**src/rtl/spike_split_pkg.sv**
```systemverilog
`default_nettype none
// ============================================================================
// Module   : spike_split_pkg
// Purpose  : Shared constants and types for the spike_split router: default
//            packet width, default routing-bit positions, the target-set type
//            and the routing decode helper.
// Ports    : (package - none)
// Revision : 1.0 - initial release
// ============================================================================
package spike_split_pkg;

    localparam int DEFAULT_WIDTH   = 8;
    localparam int DEFAULT_DST_BIT = DEFAULT_WIDTH - 1;
    localparam int DEFAULT_BC_BIT  = DEFAULT_WIDTH - 2;

    // Bit 0 marks output A and bit 1 marks output B. BOTH is therefore the
    // union of the two.
    typedef enum logic [1:0] {
        NONE = 2'b00,
        A    = 2'b01,
        B    = 2'b10,
        BOTH = 2'b11
    } target_e;

    // Broadcast overrides the destination bit. No offer means no target.
    function automatic target_e decode_target(input logic valid,
                                              input logic dst,
                                              input logic bc);
        target_e t;
        if (!valid)   t = NONE;
        else if (bc)  t = BOTH;
        else if (dst) t = B;
        else          t = A;
        return t;
    endfunction

endpackage
`default_nettype wire

```
**src/rtl/spike_split_fifo.sv**
```systemverilog
`default_nettype none
// ============================================================================
// Module   : split_fifo
// Purpose  : Synchronous FIFO used once per spike_split output. Storage is
//            not reset. Pointers wrap modulo DEPTH.
// Ports    : clk, rst_n (sync, active-low)
//            push / push_data : write request and payload
//            pop              : consume head
//            head             : oldest entry (don't-care when empty)
//            count            : occupancy 0..DEPTH
//            full / empty     : occupancy flags
// Revision : 1.0 - initial release
// ============================================================================
module split_fifo #(
    parameter int WIDTH = 8,
    parameter int DEPTH = 4
) (
    input  logic                       clk,
    input  logic                       rst_n,
    input  logic                       push,
    input  logic [WIDTH-1:0]           push_data,
    input  logic                       pop,
    output logic [WIDTH-1:0]           head,
    output logic [$clog2(DEPTH):0]     count,
    output logic                       full,
    output logic                       empty
);

    localparam int AW = $clog2(DEPTH);
    localparam int CW = $clog2(DEPTH) + 1;

    logic [WIDTH-1:0] mem_q [DEPTH];
    logic [AW-1:0]    wr_ptr_q, wr_ptr_d;
    logic [AW-1:0]    rd_ptr_q, rd_ptr_d;
    logic [CW-1:0]    count_q,  count_d;
    logic             do_push, do_pop;

    assign full  = (count_q == CW'(DEPTH));
    assign empty = (count_q == '0);
    assign count = count_q;
    assign head  = mem_q[rd_ptr_q];

    // Flags come from the registered count, so a same-edge pop never makes
    // room for a same-edge push.
    assign do_push = push && !full;
    assign do_pop  = pop  && !empty;

    always_comb begin
        wr_ptr_d = wr_ptr_q;
        rd_ptr_d = rd_ptr_q;
        count_d  = count_q;
        if (do_push) wr_ptr_d = wr_ptr_q + 1'b1;
        if (do_pop)  rd_ptr_d = rd_ptr_q + 1'b1;
        case ({do_push, do_pop})
            2'b10:   count_d = count_q + 1'b1;
            2'b01:   count_d = count_q - 1'b1;
            default: count_d = count_q;
        endcase
    end

    always_ff @(posedge clk) begin
        if (!rst_n) begin
            wr_ptr_q <= '0;
            rd_ptr_q <= '0;
            count_q  <= '0;
        end else begin
            wr_ptr_q <= wr_ptr_d;
            rd_ptr_q <= rd_ptr_d;
            count_q  <= count_d;
        end
    end

    always_ff @(posedge clk) begin
        if (do_push) mem_q[wr_ptr_q] <= push_data;
    end

endmodule
`default_nettype wire

```
**src/rtl/spike_split.sv**
```systemverilog
`default_nettype none
// ============================================================================
// Module   : spike_split
// Purpose  : Routes each input packet to output A, output B or both, based on
//            its destination and broadcast bits. Each output is buffered by
//            its own FIFO, so a stalled consumer on one side does not block
//            the other side.
// Ports    : clk, rst_n (sync, active-low)
//            in_valid / in_data / in_ready : upstream handshake
//            a_valid / a_data / a_ready     : output A handshake
//            b_valid / b_data / b_ready     : output B handshake
//            a_count / b_count              : FIFO occupancies
// Revision : 1.0 - initial release
// ============================================================================
module spike_split
    import spike_split_pkg::*;
#(
    parameter int WIDTH   = DEFAULT_WIDTH,
    parameter int DEPTH   = 4,
    parameter int DST_BIT = WIDTH - 1,
    parameter int BC_BIT  = WIDTH - 2
) (
    input  logic                   clk,
    input  logic                   rst_n,
    input  logic                   in_valid,
    input  logic [WIDTH-1:0]       in_data,
    output logic                   in_ready,
    output logic                   a_valid,
    output logic [WIDTH-1:0]       a_data,
    input  logic                   a_ready,
    output logic                   b_valid,
    output logic [WIDTH-1:0]       b_data,
    input  logic                   b_ready,
    output logic [$clog2(DEPTH):0] a_count,
    output logic [$clog2(DEPTH):0] b_count
);

    target_e tgt;
    logic    want_a, want_b;
    logic    a_full, a_empty, b_full, b_empty;
    logic    push_a, push_b;

    always_comb begin
        tgt = decode_target(in_valid, in_data[DST_BIT], in_data[BC_BIT]);
    end

    assign want_a = (tgt == A) || (tgt == BOTH);
    assign want_b = (tgt == B) || (tgt == BOTH);

    // Ready only when every target has room. This makes a broadcast all or
    // nothing. Ready is held low in reset and when nothing is offered.
    assign in_ready = rst_n && (tgt != NONE)
                      && !(want_a && a_full)
                      && !(want_b && b_full);

    assign push_a = in_ready && want_a;
    assign push_b = in_ready && want_b;

    assign a_valid = !a_empty;
    assign b_valid = !b_empty;

    split_fifo #(.WIDTH(WIDTH), .DEPTH(DEPTH)) u_fifo_a (
        .clk       (clk),
        .rst_n     (rst_n),
        .push      (push_a),
        .push_data (in_data),
        .pop       (a_valid && a_ready),
        .head      (a_data),
        .count     (a_count),
        .full      (a_full),
        .empty     (a_empty)
    );

    split_fifo #(.WIDTH(WIDTH), .DEPTH(DEPTH)) u_fifo_b (
        .clk       (clk),
        .rst_n     (rst_n),
        .push      (push_b),
        .push_data (in_data),
        .pop       (b_valid && b_ready),
        .head      (b_data),
        .count     (b_count),
        .full      (b_full),
        .empty     (b_empty)
    );

endmodule
`default_nettype wire

```
**config.mk**
```make
export PLATFORM = sky130hd
export DESIGN_NAME = spike_split
export DESIGN_NICKNAME = d
export VERILOG_FILES = /design/src/rtl/spike_split_pkg.sv /design/src/rtl/spike_split_fifo.sv /design/src/rtl/spike_split.sv
export SDC_FILE = /design/constraint.sdc
export NUM_CORES = 1
export LEC_CHECK = 0
export CAP_MARGIN = 20
export CORE_UTILIZATION = 59
export CTS_BUF_LIST = sky130_fd_sc_hd__clkbuf_2 sky130_fd_sc_hd__clkbuf_4 sky130_fd_sc_hd__clkbuf_8
export DETAILED_ROUTE_END_ITERATION = 16
export HOLD_SLACK_MARGIN = 0.12
export PLACE_DENSITY = 0.83
export SYNTH_ARGS = -nofsm -noshare
export SYNTH_HDL_FRONTEND = slang
export SYNTH_SLANG_ARGS = --single-unit
```
**constraint.sdc**
```tcl
create_clock -name clk -period 4.75 [get_ports clk]
set_input_delay 1.1875 -clock clk [delete_from_list [all_inputs] [get_ports clk]]
set_output_delay 1.1875 -clock clk [all_outputs]
set_load 0.005 [all_outputs]
```
### After elaboration in Yosys (flattened, before gate mapping)

Memories as Yosys holds them, arrays and structs flattened. A register that Yosys moved wholly into a read port is not among the register bits.
Cells that the tools add are included.

* eq/ne operators: 9
* reduce and logical (&&, ||, !) cells: 26
* multiplexer cells: 13
* add/subtract/negate cells: 8

Operator list (count)
* 2-to-1 mux 2 bit: 7
* logical AND 1 bit: 13
* case mux 3 bit (2 select lines): 2
* adder 2 x 1 -> 2 bit (second input constant): 4
* == test 2 bit (second input constant): 4
* adder 3 x 1 -> 3 bit (second input constant): 2
* == test 2 x 1 -> 1 bit (second input constant): 3
* == test 3 bit (second input constant): 2
* logical NOT 1 bit: 6
* logical NOT 3 bit: 2
* nonzero test 2 bit: 3
* subtractor 3 x 1 -> 3 bit (second input constant): 2
* 2-to-1 mux 1 bit: 4
* logical OR 1 bit: 2

* memories: 2
* logic and storage cells: 64
* output and inout port bits: 25
* bits of input ports: 13
* bits in writable memories: 64
* register bits: 14

Memories
* u_fifo_a.mem_q: depth 4, bits a word 8, rd ports 1, clocked after Yosys merged registers in 1, write ports 1, RTL line spike_split_fifo.sv:32 `logic [WIDTH-1:0] mem_q [DEPTH];`
* u_fifo_b.mem_q: depth 4, bits a word 8, rd ports 1, clocked after Yosys merged registers in 1, write ports 1, RTL line spike_split_fifo.sv:32

### Depth between registers and ports, before layout

* word-level depth: 13
* depth in mapped cells: 9

### By module

Synthesis repeated with hierarchy kept, for this count alone.

* cell total of the unflattened synthesis: 205
* area total of the unflattened synthesis: 3377.0 um2

Modules (own cells, without submodules)
* split_fifo: cells each 96, instances 2, area an instance 1644.1 um2, sequential area each 1141.1 um2
* spike_split: cells each 13, instances 1, area an instance 88.8 um2, sequential area each 0.0 um2

### Worst setup path before layout

Ideal clock, no wire load.

* path kind: in2reg
* start: input rst_n
* end: register u_fifo_b.count_q[2] (netlist: u_fifo_b.count[2])
* data required time: 4.680 ns
* setup time: 0.070 ns
* stages: 9
* data arrival time: 2.768 ns
* setup slack: 1.913 ns
* cell sequence: nand2_1 -> a2111oi_4 -> inv_1 -> ha_1 -> inv_1 -> fa_1 -> xor2_1 -> or3_1 -> a21oi_1

* longest elaborated chain between the ends: 7

Ends and longest elaborated chain
* start, declared: RTL line spike_split.sv:24 `input logic rst_n,`
* logical AND 1 bit: RTL line spike_split.sv:52 `assign in_ready = rst_n && (tgt != NONE)`
* logical AND 1 bit: RTL line spike_split.sv:53 `&& !(want_a && a_full)`
* logical AND 1 bit: RTL line spike_split.sv:54 `&& !(want_b && b_full);`
* logical AND 1 bit: RTL line spike_split.sv:57 `assign push_b = in_ready && want_b;`
* logical AND 1 bit: RTL line spike_split_fifo.sv:45 `assign do_push = push && !full;`
* == test 2 x 1 -> 1 bit / == test 2 bit (equally long branches): RTL line spike_split_fifo.sv:54 `case ({do_push, do_pop})`
* case mux 3 bit (2 select lines) / nonzero test 2 bit (equally long branches)
* end signal, assigned: RTL line spike_split_fifo.sv:69 `count_q <= count_d;`
* end, declared: RTL line spike_split_fifo.sv:35 `logic [CW-1:0] count_q, count_d;`

Several ways; a longest one is shown, not always the timed one.
A chain may end at the register's enable or synchronous reset.

### Final worst setup path

* start: input in_data[7]
* end: output in_ready

* longest elaborated chain between the ends: 9

Ends and longest elaborated chain
* start, declared: RTL line spike_split.sv:26 `input logic [WIDTH-1:0] in_data,`
* 2-to-1 mux 2 bit *: RTL line spike_split_pkg.sv:32 `else if (dst) t = B;`
* 2-to-1 mux 2 bit *: RTL line spike_split_pkg.sv:31 `else if (bc) t = BOTH;`
* 2-to-1 mux 2 bit *: RTL line spike_split_pkg.sv:30 `if (!valid) t = NONE;`
* == test 2 x 1 -> 1 bit / == test 2 bit (equally long branches): RTL line spike_split.sv:47, spike_split.sv:48
* logical OR 1 bit: RTL line spike_split.sv:47 `assign want_a = (tgt == A) || (tgt == BOTH);`
* logical AND 1 bit: RTL line spike_split.sv:53
* logical NOT 1 bit: RTL line spike_split.sv:53
* logical AND 1 bit: RTL line spike_split.sv:53
* logical AND 1 bit *: RTL line spike_split.sv:54
* end, declared: RTL line spike_split.sv:27 `output logic in_ready,`

Every way passes the cells marked *; elsewhere a longest branch is shown, timed or not.

==> Implementation_results.wiki <==
{| class="wikitable"
! Metric !! Value
|-
| Normalized max-slew margin || 0.630
|-
| Average via count per standard cell || 5.57
|-
| Min cycle time layout || 4.06 ns
|-
| Count of max-cap constraint violations || 0
|-
| Clock insertion delay at the later pin of the skew report || 0.34 ns
|-
| Synthesized-area fraction occupied by adder cells || 0.0496
|-
| Residual DRC || 0
|-
| Total die area || 5950 sq um
|-
| Multi-input logic area || 968 sq um
|-
| Area growth, synth to finish || 21.5%
|-
| Largest net degree at the start of global routing || 14
|-
| Buffer count from post-CTS setup fixing || 0
|-
| Flip-flop and latch count after synthesis || 82
|-
| Share of layout cells above drive strength 1 || 0.204
|-
| Final worst-path cycle share || 0.854
|-
| Share of synthesized area spent on multiplexers || 0.120
|-
| Number of instances in the synthesized netlist || 191
|-
| Area leader, netlist || edfxtp_1
|-
| # resized after CTS || 0
|-
| Number of top-level pins || 38
|-
| Antenna Diode Count || 0
|-
| Max-slew violation count || 0
|-
| Wire length of the first global-routing pass || 9.45 mm
|-
| CP startpoint kind || input pin
|-
| Post-placement setup slack || 0.735 ns
|-
| Cell types with the largest area share after synthesis || edfxtp_1, dfxtp_1, mux4_2, ha_1, and2_2
|-
| Final core utilization || 0.767
|-
| Critical path data required time || 3.56 ns
|-
| Max VDD drop || 0.360 mV
|-
| Synth Area in Compound Gates || 0.0406
|-
| Count of unique library cells instantiated by Yosys || 28
|-
| Slack of the critical path || 0.692 ns
|-
| Cell Rows || 26
|-
| Detailed placement HPWL || 4.02 mm
|-
| Sequential cell area || 2280 sq um
|-
| Most frequent standard cell in the layout excluding fill and tap cells || edfxtp_1
|-
| Power density relative to cell area || 502 nW/um^2
|-
| CTS H-Tree Depth || 3
|-
| Initial core utilization || 0.632
|-
| Setup TNS || 0 ns
|-
| Total Power || 2.03 mW
|-
| Top-area cell type share of the netlist area || 0.577
|-
| Type of destination of the critical path || output port
|-
| Violation count after the first detailed-routing iteration || 106
|-
| Number of nets in the layout || 260
|-
| Std-Cell Core Area || 5270 sq um
|-
| TritonCTS buffer count || 9
|-
| Vias || 1,727
|-
| Placer Congestion || 0.728
|-
| Leakage component of the power || 1.37 nW
|-
| Die span in x || 77.1 um
|-
| First drt pass iteration count || 4
|-
| Hold-fix buffers, CTS || 0
|-
| Simple logic cell fraction of the synthesized area || 0.0594
|-
| Number of nets produced by synthesis || 216
|-
| Clock tree from TritonCTS || done
|-
| Maximum clock path buffer count || 2
|-
| Worst Hold Class || reg -> reg
|-
| Post-Synthesis Cell Area || 3330 sq um
|-
| Post-CTS clock slew at the launch and capture registers of the worst setup and hold paths || 0.08 ns
|-
| Final Hold Viols || 0
|-
| Count of buffers from port buffering || 37
|-
| Filler Cell Count || 314
|-
| Setup repair after global routing missed its margin || false
|-
| Crit path kind || in -> out
|-
| Global routing usage summed across all routing layers || 0.221
|-
| Run status || finished clean
|-
| Initial antenna violation count || 0
|-
| Yosys Warn Count || 0
|-
| Most frequent cells in the layout || edfxtp_1, clkdlybuf4s50_1, dfxtp_1
|-
| Max Clock Skew || 0.0100 ns
|-
| Portion of the post-synthesis area used by sequential elements || 0.686
|-
| Dominant combinational cell family by area after synthesis || multiplexers
|-
| Total grt overflow || 0
|-
| Total clock sinks || 82
|-
| Die outline height || 77.1 um
|-
| Total of endpoints with negative setup slack in the final report || 0
|-
| Total Wirelength || 5.84 mm
|-
| XOR/XNOR Fraction of Synth Area || 0.0211
|-
| Clock Tree Root || clkbuf_8
|-
| Antenna Nets Post-Route || 0
|-
| Worst-margin pin slew || 0.554 ns
|-
| Average cell area after synthesis || 17.4 sq um
|-
| Data arrival time of the critical path || 2.87 ns
|-
| Achievable Freq || 0.246 GHz
|-
| Routed length per placed instance || 18.8 um
|-
| Maximum net fanout on the critical path || 11
|-
| Via count of the first global-routing pass || 1,858
|}
## stage by stage
| step | cells | cell area (sq um) | hold WS, ns |
|---|---|---|---|
| after floorplan | 191 | 3330 | 0.468 |
| after global placement | 294 | 3770 | 0.482 |
| after detailed placement | 294 | 3770 | 0.502 |
| after CTS | 310 | 4040 | 0.513 |
| after global routing | 310 | 4040 | 0.539 |
| final | 310 | 4040 | 0.512 |
## cell families (layout without fill, tap and decap cells)
logic type | after synthesis | count (layout)
XOR/XNOR | 8 | 8
AO/OA/AOI/OAI | 14 | 14
buffers and inverters | 20 | 69
AND/OR/NAND/NOR | 35 | 35
multiplexers | 20 | 20
flip-flops | 82 | 82
adder cells (fa/ha/maj) | 12 | 12
## report_power, final
part | total (mW) | switching [mW] | internal (mW)
Clock | 0.656 | 0.234 | 0.422
Combinational | 0.452 | 0.166 | 0.287
Sequential | 0.923 | 0.0869 | 0.836
Total | 2.03 | 0.487 | 1.54
## worst max-delay path, cell delays in order
cell,delay (ns)
clkdlybuf4s50_1,0.59
nor2_1,0.31
nand2b_1,0.08
a21oi_1,0.17
clkdlybuf4s50_1,0.52
## cells in the mapped netlist (all sizes together)
cell / instances
edfxtp: 64
inv: 15
nand2b: 2
o21ai: 2
mux2i: 4
nand2: 5
and2: 8
a2111oi: 2
a21o: 1
o311ai: 2
nor2b: 1
nor3b: 2
ha: 10
xnor2: 2
or3: 4
fa: 2
clkbuf: 1
nor2: 13
a21oi: 5
o31a: 2
buf: 4
dfxtp: 18
mux4: 16
xor2: 6
## final cells by class
cell class                      count  area share
Sequential cell                    82       0.565
Multi-Input combinational cell     89       0.240
Timing Repair Buffer               38      0.0935
Clock buffer                       11      0.0359
Clock inverter                      5      0.0310
Tap cell                           70      0.0217
Inverter                           15      0.0139
## flip-flops by register name, summed over array words and instances (netlist names), named ones only
signal,flops
u_fifo_a.count,3
u_fifo_a.mem_q,32
u_fifo_a.rd_ptr_q,2
u_fifo_a.wr_ptr_q,2
u_fifo_b.count,3
u_fifo_b.mem_q,32
u_fifo_b.rd_ptr_q,2
u_fifo_b.wr_ptr_q,2
## per-layer routing
metal,wire length (um),part of all wire,global-route usage
met5,0,0,0
met1,2330,0.40,0.261
met4,131,0.022,0.0925
met2,3130,0.54,0.381
met3,248,0.042,0.0607
## final timing paths
path	startpoint	slack, ns	cells past startpoint	end
setup / recovery	in_data[7]	0.69	5	in_ready
hold / removal	u_fifo_a.wr_ptr_q[1]$_SDFFE_PN0P_	0.51	2	u_fifo_a.wr_ptr_q[1]$_SDFFE_PN0P_
setup reg to reg	u_fifo_a.count[2]$_SDFFE_PN0P_	2.23	9	u_fifo_b.count[2]$_SDFFE_PN0P_
hold reg to reg	u_fifo_a.wr_ptr_q[1]$_SDFFE_PN0P_	0.51	2	u_fifo_a.wr_ptr_q[1]$_SDFFE_PN0P_
(Power assumes the default switching activity.)
